<file path="config.mk">
export PLATFORM = sky130hd
export DESIGN_NAME = c2h_queue_scheduler
export DESIGN_NICKNAME = d
export VERILOG_FILES = /design/src/rtl/c2h_queue_scheduler.sv
export SDC_FILE = /design/constraint.sdc
export NUM_CORES = 1
export LEC_CHECK = 0
export BUFFER_PORTS_ARGS = -buffer_cell sky130_fd_sc_hd__buf_4
export CAP_MARGIN = 20
export CORE_UTILIZATION = 25
export DETAILED_ROUTE_END_ITERATION = 10
export SYNTH_ARGS = -nofsm -noshare
export SYNTH_HDL_FRONTEND = slang
export SYNTH_HIERARCHICAL = 1
export SYNTH_SLANG_ARGS = --single-unit
</file>
<file path="constraint.sdc">
create_clock -name axi_aclk -period 15.35 [get_ports axi_aclk]
set_input_delay 3.8375 -clock axi_aclk [delete_from_list [all_inputs] [get_ports axi_aclk]]
set_output_delay 3.8375 -clock axi_aclk [all_outputs]
set_load 0.005 [all_outputs]
</file>
<file path="src/rtl/c2h_queue_scheduler.sv">
// c2h_queue_scheduler
//   Credit-based round-robin scheduler that shares one C2H traffic generator
//   among up to NUM_Q queue slots. Per-slot descriptor credits are loaded from
//   QDMA credit updates. The scheduler grants the next eligible slot and holds
//   that grant until the generator reports the packet's last beat.
//
//   Optional feature macro: SCHED_STATS_EN adds per-slot accepted-grant
//   counters on the grant_cnt port.
//
// Ports
//   axi_aclk, axi_areset      clock, synchronous active-high reset
//   sched_en                  run enable; low clears credits and rr pointer
//   qid_base, num_queue       queue window (num_queue 0 -> 1, >NUM_Q -> NUM_Q)
//   credit_updt/_qid/_in      credit update strobe, target qid, amount
//   grant_valid/_qid/_ready   grant handshake to the generator
//   pkt_valid/_ready/_last    generator beat stream (end-of-packet detect)
//   credit_avail              per-slot "credit counter nonzero", registered
//   bad_credit_cnt            out-of-window credit updates, saturating
//   grant_cnt                 (SCHED_STATS_EN) 32-bit accepted grants per slot

// One slot's credit counter. Adds saturate at all-ones, and the decrement
// never goes below zero.
module c2h_qs_slot #(
    parameter int CW = 16
) (
    input  logic          axi_aclk,
    input  logic          axi_areset,
    input  logic          clr,
    input  logic          add_en,
    input  logic [CW-1:0] add_val,
    input  logic          dec,
    output logic [CW-1:0] cnt,
    output logic          avail
);
    // Two extra bits: [CW] flags overflow, [CW+1] flags underflow.
    logic [CW+1:0] nxt;

    always_comb begin
        nxt = {2'b00, cnt} + (add_en ? {2'b00, add_val} : '0) - {{(CW+1){1'b0}}, dec};
    end

    always_ff @(posedge axi_aclk) begin
        if (axi_areset) begin
            cnt   <= '0;
            avail <= 1'b0;
        end else begin
            avail <= |cnt;
            if (clr)              cnt <= '0;
            else if (nxt[CW+1])   cnt <= '0;
            else if (nxt[CW])     cnt <= '1;
            else                  cnt <= nxt[CW-1:0];
        end
    end
endmodule

module c2h_queue_scheduler #(
    parameter int NUM_Q       = 8,
    parameter int TM_DSC_BITS = 16,
    parameter int QID_W       = 11
) (
    input  logic                   axi_aclk,
    input  logic                   axi_areset,
    input  logic                   sched_en,
    input  logic [QID_W-1:0]       qid_base,
    input  logic [QID_W-1:0]       num_queue,
    input  logic                   credit_updt,
    input  logic [QID_W-1:0]       credit_qid,
    input  logic [TM_DSC_BITS-1:0] credit_in,
    output logic                   grant_valid,
    output logic [QID_W-1:0]       grant_qid,
    input  logic                   grant_ready,
    input  logic                   pkt_valid,
    input  logic                   pkt_ready,
    input  logic                   pkt_last,
    output logic [NUM_Q-1:0]       credit_avail,
    output logic [15:0]            bad_credit_cnt
`ifdef SCHED_STATS_EN
    ,
    output logic [NUM_Q*32-1:0]    grant_cnt
`endif
);
    localparam int SW = $clog2(NUM_Q);
    localparam logic [SW:0] NQ_MAX = (SW+1)'(NUM_Q);

    typedef enum logic [1:0] {IDLE, ARB, GRANT, BUSY} state_t;

    state_t                                 state;
    logic   [SW-1:0]                        rr_ptr;
    logic   [SW-1:0]                        gslot;
    logic   [NUM_Q-1:0][TM_DSC_BITS-1:0]    cnt;
    logic   [NUM_Q-1:0]                     add_en;
    logic   [NUM_Q-1:0]                     dec;

    // Effective window size, clamped to 1..NUM_Q.
    logic [SW:0] nq;
    always_comb begin
        if (num_queue == '0)                  nq = (SW+1)'(1);
        else if (num_queue > QID_W'(NUM_Q))   nq = NQ_MAX;
        else                                  nq = num_queue[SW:0];
    end

    // Credit window decode; the subtraction wraps in QID_W, so the
    // qid >= base test is what rejects qids below the window.
    logic [QID_W-1:0] cslot;
    logic             cvalid;
    assign cslot  = credit_qid - qid_base;
    assign cvalid = (credit_qid >= qid_base) && (cslot < QID_W'(nq));

    wire accept = (state == GRANT) && grant_valid && grant_ready;

    for (genvar i = 0; i < NUM_Q; i++) begin : g_slot
        assign add_en[i] = sched_en && credit_updt && cvalid && (cslot[SW-1:0] == SW'(i));
        assign dec[i]    = accept && (gslot == SW'(i));
        c2h_qs_slot #(.CW(TM_DSC_BITS)) u_slot (
            .axi_aclk   (axi_aclk),
            .axi_areset (axi_areset),
            .clr        (!sched_en),
            .add_en     (add_en[i]),
            .add_val    (credit_in),
            .dec        (dec[i]),
            .cnt        (cnt[i]),
            .avail      (credit_avail[i])
        );
    end

    // Round-robin scan from rr_ptr over the active window only. A stale
    // rr_ptr (window shrank) restarts the scan at slot 0.
    logic [SW:0]   start, idx;
    logic          found;
    logic [SW-1:0] pick;
    always_comb begin
        start = ({1'b0, rr_ptr} >= nq) ? '0 : {1'b0, rr_ptr};
        idx   = '0;
        found = 1'b0;
        pick  = '0;
        for (int k = 0; k < NUM_Q; k++) begin
            idx = start + (SW+1)'(k);
            if (idx >= nq) idx = idx - nq;
            if (!found && ((SW+1)'(k) < nq) && (cnt[idx[SW-1:0]] != '0)) begin
                found = 1'b1;
                pick  = idx[SW-1:0];
            end
        end
    end

    logic [SW:0] rr_nxt;
    assign rr_nxt = {1'b0, gslot} + (SW+1)'(1);

    always_ff @(posedge axi_aclk) begin
        if (axi_areset) begin
            state       <= IDLE;
            grant_valid <= 1'b0;
            grant_qid   <= '0;
            gslot       <= '0;
            rr_ptr      <= '0;
        end else begin
            case (state)
                IDLE: if (sched_en) state <= ARB;
                ARB: begin
                    if (!sched_en) begin
                        state <= IDLE;
                    end else if (found) begin
                        gslot       <= pick;
                        grant_qid   <= qid_base + QID_W'(pick);
                        grant_valid <= 1'b1;
                        state       <= GRANT;
                    end
                end
                GRANT: begin
                    if (grant_ready) begin
                        grant_valid <= 1'b0;
                        rr_ptr      <= (rr_nxt >= nq) ? '0 : rr_nxt[SW-1:0];
                        state       <= BUSY;
                    end else if (!sched_en) begin
                        grant_valid <= 1'b0;
                        state       <= IDLE;
                    end
                end
                BUSY: if (pkt_valid && pkt_ready && pkt_last) state <= sched_en ? ARB : IDLE;
                default: state <= IDLE;
            endcase
            if (!sched_en) rr_ptr <= '0;
        end
    end

    always_ff @(posedge axi_aclk) begin
        if (axi_areset)
            bad_credit_cnt <= '0;
        else if (sched_en && credit_updt && !cvalid && (bad_credit_cnt != 16'hFFFF))
            bad_credit_cnt <= bad_credit_cnt + 16'd1;
    end

`ifdef SCHED_STATS_EN
    always_ff @(posedge axi_aclk) begin
        if (axi_areset) begin
            grant_cnt <= '0;
        end else begin
            for (int i = 0; i < NUM_Q; i++)
                if (dec[i]) grant_cnt[32*i +: 32] <= grant_cnt[32*i +: 32] + 32'd1;
        end
    end
`endif
endmodule

</file>
---- Word-level counts from Yosys, hierarchy flattened ----
Index checks and enable logic that the tools add are counted.
W data, S select, Z words.
operators by class
  eq/ne operators ......................... 24
  $lt $le $gt $ge ......................... 29
  mux-type cells .......................... 73
  reduce and logical (&&, ||, !) cells .... 82
  bitwise logic cells ..................... 1
  add/subtract/negate cells ............... 35
operator list
  cell                     number
  $bmux W16 S3             8
  $mux W16                 24
  $add A16 B18 Y18         8
  $sub A18 B1 Y18          8
  $reduce_bool A16 Y1      8
  $reduce_or A16 Y1        8
  $mux W3                  18
  $logic_and A1 B1 Y1      40
  $ge A4 B4 Y1             8
  $lt A3 B4 Y1 const B     8
  $eq A3 B3 Y1 const B     8
  $reduce_or A3 Y1         8
  $sub A3 B3 Y3            8
  $add A16 B1 Y16 const B  1
  $add A3 B3 Y4 const B    4
  $lt A3 B4 Y1 const A     4
  $ne A16 B16 Y1 const B   1
  $mux W1                  13
  $eq A3 B2 Y1 const B     4
  $mux W2                  6
  $add A11 B3 Y11          1
  $ge A11 B11 Y1           1
  $gt A11 B4 Y1 const B    1
  $logic_not A11 Y1        1
  other kinds (24)         45
word-level totals
  bits in registers ....................... 172
  word-level logic and storage cells ...... 266
  bits of input ports ..................... 57
  output and inout port bits .............. 36

---- Depth between registers and ports, before layout ----
Gate-level depths: netlist of run 1.
  depth after elaboration ................. 43
  depth in mapped cells ................... 36
  depth with buffers taken out ............ 34

---- Hierarchy ----
Netlist of run 1, hierarchy kept.
by module, submodules not included
  module                               cells an instance  area each (um^2)  times used  sequential area each (um^2)
  c2h_qs_slot at g_slot[0].u_slot ...  247                1,863.0           7           340.3
  c2h_queue_scheduler                  654                5,149.9           1           720.7
  c2h_qs_slot at g_slot[4].u_slot      243                1,833.0           1           340.3

---- Worst setup path after synthesis of run 1 ----
Ideal clock, no wire load.
  kind .................................... input -> register
  from .................................... input port num_queue[7]
  to ...................................... register grant_qid[10]
  path buffers ............................ 2
  setup slack ............................. 4.334 ns
  library setup time ...................... 0.128 ns
  cell stages on the path ................. 36
  data arrival time ....................... 10.889 ns
  path through ............................ nor4_1 -> nand2_1 -> buf_4 -> clkinv_1 -> buf_2 -> nand2_1 -> ha_1 -> nand2_1 -> o21a_1 -> o21ai_2 -> inv_2 -> ha_1 -> xnor2_1 -> inv_1 -> ha_1 -> o21ai_0 -> a31oi_1 -> nor2_1 -> mux2i_2 -> mux4_2 -> a22oi_4 -> nor2_1 -> a211o_1 -> a22o_1 -> o2bb2ai_1 -> nand2_1 -> ha_1 -> fa_1 -> a21o_1 -> nand2_1 -> nor3_1 -> and3_1 -> nand3_1 -> xnor2_1 -> mux2i_1 -> nor2_1
on the way
  cells in the longest elaborated chain, start to end .. 41
ends and longest elaborated chain
  element                                                RTL line  text
  start: declaration                                     65        input logic [QID_W-1:0] num_queue,
  $gt A11 B4 Y1                                          98        else if (num_queue > QID_W'(NUM_Q)) nq = NQ_MAX;
  $mux W4                                                98
  $mux W4 (*)                                            97        if (num_queue == '0) nq = (SW+1)'(1);
  branches (longest 36 deep; another with $ge A3 B4 Y1)  --
  $mux W3 (*)                                            139       if (!found && ((SW+1)'(k) < nq) && (cnt[idx[SW-1:0]] != '0)) begin
  net pick[0]                                            130       logic [SW-1:0] pick;
  $add A11 B3 Y11 (*)                                    164       grant_qid <= qid_base + QID_W'(pick);
  end signal: assignment                                 164
  end: declaration                                       70        output logic [QID_W-1:0] grant_qid,
Mark *: on every way through the listed nets, which the timed path passes. The select of a mux whose other input is x is not followed.
A chain may end at the register's enable or synchronous reset.

---- Worst setup path in the final report of run 1 ----
Ends and elaborated chain as after synthesis.

==> impl_metrics.py, run 1 <==
metrics = {
    "yosys": {
        "ys_warn_count": 6,
        "synthDistinctLibCells": 90,
        "synthCells": 2626,
        "mappedNetlistArea_um2": 20000,
        "muxShareOfSynthArea": 0.0267,
        "yosysSeqAreaShare": 0.172,
        "ys_ff_latch": 172,
        "synth-simple-area-share": 0.175,
        "synthArstFlopShare": 0,
        "synthesis.nets": 3011,
        "synth_edf_count": 0,
        "synthAdderAreaFrac": 0.210,
        "synth_compound_area_frac": 0.234,
        "synth_top_family_by_area": "compound AO/OA/AOI/OAI gates",
        "syn_area_per_cell_um2": 7.63,
        "synth_xor_area_frac": 0.0695,
        "ys_dominant_reg_cell": "dfxtp_1",
    },
    "cts": {
        "cts_setup_buffers": 0,
        "cts_max_path_buffers": 2,
        "hold_buffers": 0,
        "cts_made_buffers": 17,
        "cts_resized": 0,
        "cts_tree": "done",
        "cts-root-buf": "clkbuf_16",
        "clock_sinks": 172,
        "h-tree-depth": 4,
        "path_clk_slew_ns": 0.08,
        "insertion_delay_ns": 0.49,
    },
    "global_route": {
        "grt.total_usage": 0.143,
        "grt_pass1_wl_um": 92900,
        "antenna_found_initial": 0,
        "grt_pass1_vias": 17200,
        "gr-total-overflow": 0,
        "grt_max_degree": 53,
    },
    "setup_path": {
        "reg2reg_to": "grant_qid[10]$_SDFFE_PP0P_",
        "cp-end-kind": "flip-flop",
        "r2r-start": "rr_ptr[0]$_SDFFE_PP0P_",
        "crit_arrival_ns": 12.51,
        "cp_slowest_cell": "mux4_2",
        "max_stage_delay_ns": 0.60,
        "endpoint": "grant_qid[10]$_SDFFE_PP0P_",
        "ff2ff_setup_slack_ns": 7.80,
        "r2r_cells": 31,
        "cp_max_fo": 20,
        "cp_data_required_time_ns": 15.71,
        "cp-start-kind": "primary input",
        "crit_top_cell": "nand2_1",
        "startpoint": "num_queue[7]",
        "critical_path_class": "primary input to flip-flop",
    },
    "detailed_routing": {
        "route.antenna.remaining_nets": 0,
        "routed_wl_um": 58600,
        "vias_per_cell": 4.86,
        "dr.pass1.iters": 5,
        "first_iter_violations": 1222,
        "routed-via-count": 18000,
        "drc": 0,
        "avgRoutedWirePerCell_um": 15.8,
    },
    "final_layout": {
        "final_common_cell": "inv_1",
        "final_cell_mix": "inv_1, ha_1, nand2_1",
        "n_antenna_cell": 0,
        "n_fill_cell": 8738,
        "nets": 3023,
        "layout-drive-gt1-share": 0.0766,
        "regArea_um2": 3440,
        "multi_input_area_um2": 14300,
        "area_growth_pct": 10.4,
    },
    "timing": {
        "hold_viol": 0,
        "final.setup_skew_ns": 0.0133,
        "setup_viol": 0,
        "maxSlewHeadroom": 0.403,
        "fmax_mhz": 82.3,
        "fin_crit_ns": 12.15,
        "final.period_utilization": 0.792,
        "worst_slew_pin_slew_ns": 0.893,
        "maxSlewViolCount": 0,
        "rsz0062_at_grt": "no",
        "tns_ns": 0,
    },
    "floorplanning": {
        "die_area_um2": 81200,
        "boundaryPins": 93,
        "die_h_um": 285,
        "core_um2": 79100,
        "die_x_um": 285,
        "start_util": 0.253,
        "rows": 103,
    },
    "flow_run": {
        "cap_violations": 0,
    },
    "worst_hold_path": {
        "min_path_type": "flip-flop to flip-flop",
        "min_path_cells": 2,
    },
    "placed_design": {
        "gp_congestion": 0.914,
        "port-buffer-count": 92,
        "dp_hpwl_um": 44700,
    },
    "status": {
        "status": "finished clean",
    },
}
-- cell families after synthesis --
kind of cell / after synthesis
fa+ha+maj: 328
mux: 42
flops: 172
xor+xnor: 143
simple gates: 740
compound gates: 648
buf+inv: 553
-- stage by stage --
step                      cells  setup WS, ns  hold WS (ns)  utilization  instance area, µm²
final                      3701          3.20         0.511        0.279               22100
after global routing       3701          2.61         0.539        0.279               22100
after CTS                  3701          3.27         0.517        0.279               22100
after detailed placement   3669          2.73         0.493        0.272               21500
after global placement     3669          2.79         0.481        0.272               21500
after floorplan            2626          4.33         0.488            -               20000
-- layout make-up --
type | count | share of cell area
Timing Repair Buffer | 98 | 0.0333
Tap cell | 1050 | 0.0594
Clock buffer | 18 | 0.0199
Inverter | 448 | 0.0761
Multi-Input combinational cell | 1901 | 0.649
Clock inverter | 14 | 0.00651
Sequential cell | 172 | 0.156
-- worst min path at each step --
stage / from / endpoint / slack [ns]
6_report: grant_qid[3]$_SDFFE_PP0P_ / grant_qid[3]$_SDFFE_PP0P_ / 0.51
5_1_grt: grant_qid[10]$_SDFFE_PP0P_ / grant_qid[10]$_SDFFE_PP0P_ / 0.54
2_1_floorplan: grant_qid[0]$_SDFFE_PP0P_ / grant_qid[0]$_SDFFE_PP0P_ / 0.49
3_3_place_gp: grant_qid[3]$_SDFFE_PP0P_ / grant_qid[3]$_SDFFE_PP0P_ / 0.48
4_1_cts: grant_qid[5]$_SDFFE_PP0P_ / grant_qid[5]$_SDFFE_PP0P_ / 0.52
3_5_place_dp: grant_qid[10]$_SDFFE_PP0P_ / grant_qid[10]$_SDFFE_PP0P_ / 0.49
-- worst max-delay path: cells and delay by family --
kind,cells,cell delay [ns]
AND/OR/NAND/NOR,12,2.19
adder cells (fa/ha/maj),5,1.70
XOR/XNOR,2,0.49
multiplexers,3,1.11
buffers and inverters,4,0.93
AO/OA/AOI/OAI,9,2.23
-- registers in the layout, indices dropped and copies added (netlist names) --
register / count
g_slot.u_slot/cnt: 128
bad_credit_cnt: 16
grant_qid: 11
g_slot.u_slot/avail: 8
gslot: 3
rr_ptr: 3
state: 2
grant_valid: 1
-- synth_stat cells, types with 54 or more instances --
| library cell | number | area, µm² |
|---|---|---|
| nor2_1 | 130 | 488 |
| o21ai_0 | 56 | 280 |
| nor4_1 | 70 | 438 |
| o21a_1 | 154 | 1160 |
| dfxtp_1 | 172 | 3440 |
| nand3_1 | 56 | 280 |
| ha_1 | 314 | 3930 |
| clkbuf_1 | 61 | 229 |
| nand2_1 | 305 | 1140 |
| xnor2_1 | 88 | 771 |
| inv_1 | 444 | 1670 |
| a21o_1 | 54 | 405 |
| a21oi_1 | 121 | 606 |
| nand4_1 | 57 | 357 |
-- metal layers --
layer  vias up  routed length [µm]  global-route usage  part of all wire
li1       9136                   -                   -                 -
met1      8386               27500               0.188              0.47
met2       372               26900               0.238              0.46
met3        85                2450              0.0214             0.042
met4         0                1680              0.0511             0.029
met5         -                   0                   0                 0
Power of run 1 is not shown: default switching activity piles up to over one toggle a cycle in this logic, so the estimate is an artifact.
==> run 2: changes to the inputs <==
Clock period 15.35 ns to 10.2 ns, I/O delays scaled along.
==> run 2 against run 1 <==
Register-to-register slack worse by 4.8 ns. Utilization grew 0.095 points. Final cell count increased by 0.27%. Critical endpoint unchanged. First-iteration DRC count is 6.2% lower. Global-route usage is 0.11 points lower. Clock skew about the same. Count of clock-buffer cells in the layout is the same. Via count up 0.74%.
==> impl_metrics.py, run 2 (synthesis results as in run 1) <==
metrics = {
    "cts": {
        "cts_resized": 0,
        "cts_made_buffers": 17,
        "hold_buffers": 0,
        "insertion_delay_ns": 0.48,
        "cts_max_path_buffers": 2,
        "cts_tree": "done",
        "h-tree-depth": 4,
        "cts_setup_buffers": 0,
        "cts-root-buf": "clkbuf_16",
        "clock_sinks": 172,
        "path_clk_slew_ns": 0.08,
    },
    "final_layout": {
        "n_fill_cell": 8701,
        "top_regs": "g_slot.u_slot/cnt: 128 flops, bad_credit_cnt: 16 flops, grant_qid: 11 flops",
        "area_growth_pct": 10.7,
        "layout-drive-gt1-share": 0.0800,
        "largest_register": "g_slot.u_slot/cnt",
        "largest_register_ffs": 128,
        "n_antenna_cell": 0,
        "final_cell_mix": "inv_1, ha_1, nand2_1",
        "nets": 3033,
        "final_common_cell": "inv_1",
    },
    "floorplanning": {
        "die_area_um2": 81200,
        "rows": 103,
        "die_h_um": 285,
        "core_um2": 79100,
        "boundaryPins": 93,
        "start_util": 0.253,
        "die_x_um": 285,
    },
    "global_route": {
        "grt.total_usage": 0.142,
        "grt_pass1_wl_um": 92600,
        "antenna_found_initial": 0,
        "gr-total-overflow": 0,
        "grt_pass1_vias": 17000,
        "grt_max_degree": 53,
    },
    "detailed_routing": {
        "vias_per_cell": 4.88,
        "first_iter_violations": 1146,
        "drc": 0,
        "routed-via-count": 18100,
        "routed_wl_um": 58400,
        "route.antenna.remaining_nets": 0,
        "dr.pass1.iters": 6,
        "avgRoutedWirePerCell_um": 15.7,
    },
    "setup_path": {
        "cp_slowest_cell": "mux4_2",
        "cp-start-kind": "primary input",
        "crit_arrival_ns": 9.59,
        "cp_max_fo": 10,
        "cp_data_required_time_ns": 10.55,
        "r2r_cells": 31,
        "critical_path_class": "primary input to flip-flop",
        "cp-end-kind": "flip-flop",
        "max_stage_delay_ns": 0.60,
    },
    "timing": {
        "fin_crit_ns": 9.24,
        "tns_ns": 0,
        "final.period_utilization": 0.906,
        "worst_slew_pin_slew_ns": 0.827,
        "hold_slack_ns": 0.520,
        "setup_viol": 0,
        "final.setup_skew_ns": 0.0135,
        "fmax_mhz": 108,
        "hold_viol": 0,
        "maxSlewViolCount": 0,
        "maxSlewHeadroom": 0.448,
        "rsz0062_at_grt": "no",
    },
    "placed_design": {
        "dp_hpwl_um": 45000,
        "port-buffer-count": 92,
        "gp_congestion": 0.929,
    },
    "flow_run": {
        "cap_violations": 0,
    },
    "worst_hold_path": {
        "min_path_cells": 2,
        "min_path_type": "flip-flop to flip-flop",
    },
    "status": {
        "status": "finished clean",
    },
}
==> run 2: changes by cell type in the layout (fill, tap and decap cells not counted) <==
cell / change
clkinv_4: +1
clkinv_8: -1
inv_8: +3
inv_6: -3
buf_4: +10
==> run 2: path summary, 6_finish.rpt <==
kind | slack [ns] | startpoint | end
setup / recovery | 0.96 | num_queue[7] | grant_qid[10]$_SDFFE_PP0P_
hold / removal | 0.52 | bad_credit_cnt[9]$_SDFFE_PP0P_ | bad_credit_cnt[9]$_SDFFE_PP0P_
setup reg to reg | 3.03 | rr_ptr[0]$_SDFFE_PP0P_ | grant_qid[10]$_SDFFE_PP0P_
hold reg to reg | 0.52 | bad_credit_cnt[9]$_SDFFE_PP0P_ | bad_credit_cnt[9]$_SDFFE_PP0P_
==> run 2: worst max-delay path, delay by kind of cell <==
kind | cells | cell delay (ns)
AND/OR/NAND/NOR | 12 | 1.64
buffers and inverters | 4 | 0.47
XOR/XNOR | 2 | 0.52
adder cells (fa/ha/maj) | 5 | 1.33
AO/OA/AOI/OAI | 9 | 1.97
multiplexers | 3 | 1.09
==> run 2: routing by layer <==
layer / global-route usage / up-vias / share of wire
met5: 0 / - / 0
met4: 0.0447 / 0 / 0.024
met3: 0.0198 / 69 / 0.035
met2: 0.238 / 351 / 0.47
met1: 0.188 / 8553 / 0.47
li1: - / 9139 / -
==> run 2: cell type report <==
type / count / area (µm²) / area share
repair buffers: 108 / 811 / 0.0366
clock buffers: 18 / 439 / 0.0198
well taps: 1050 / 1310 / 0.0592
inverters: 448 / 1680 / 0.0758
clock inverters: 14 / 144 / 0.00649
multi-input cells: 1901 / 14300 / 0.647
flip-flops and latches: 172 / 3440 / 0.155
==> run 2: metrics by stage <==
| step | cells | utilization | setup WS (ns) | cell area, µm² |
|---|---|---|---|---|
| final | 3711 | 0.280 | 0.958 | 22200 |
| after global routing | 3711 | 0.280 | 0.436 | 22200 |
| after CTS | 3711 | 0.280 | 1.03 | 22200 |
| after detailed placement | 3679 | 0.273 | 0.494 | 21600 |
| after global placement | 3679 | 0.273 | 0.506 | 21600 |
| after floorplan | 2626 | - | 0.471 | 20000 |
Power of run 2 is left out for the same reason.
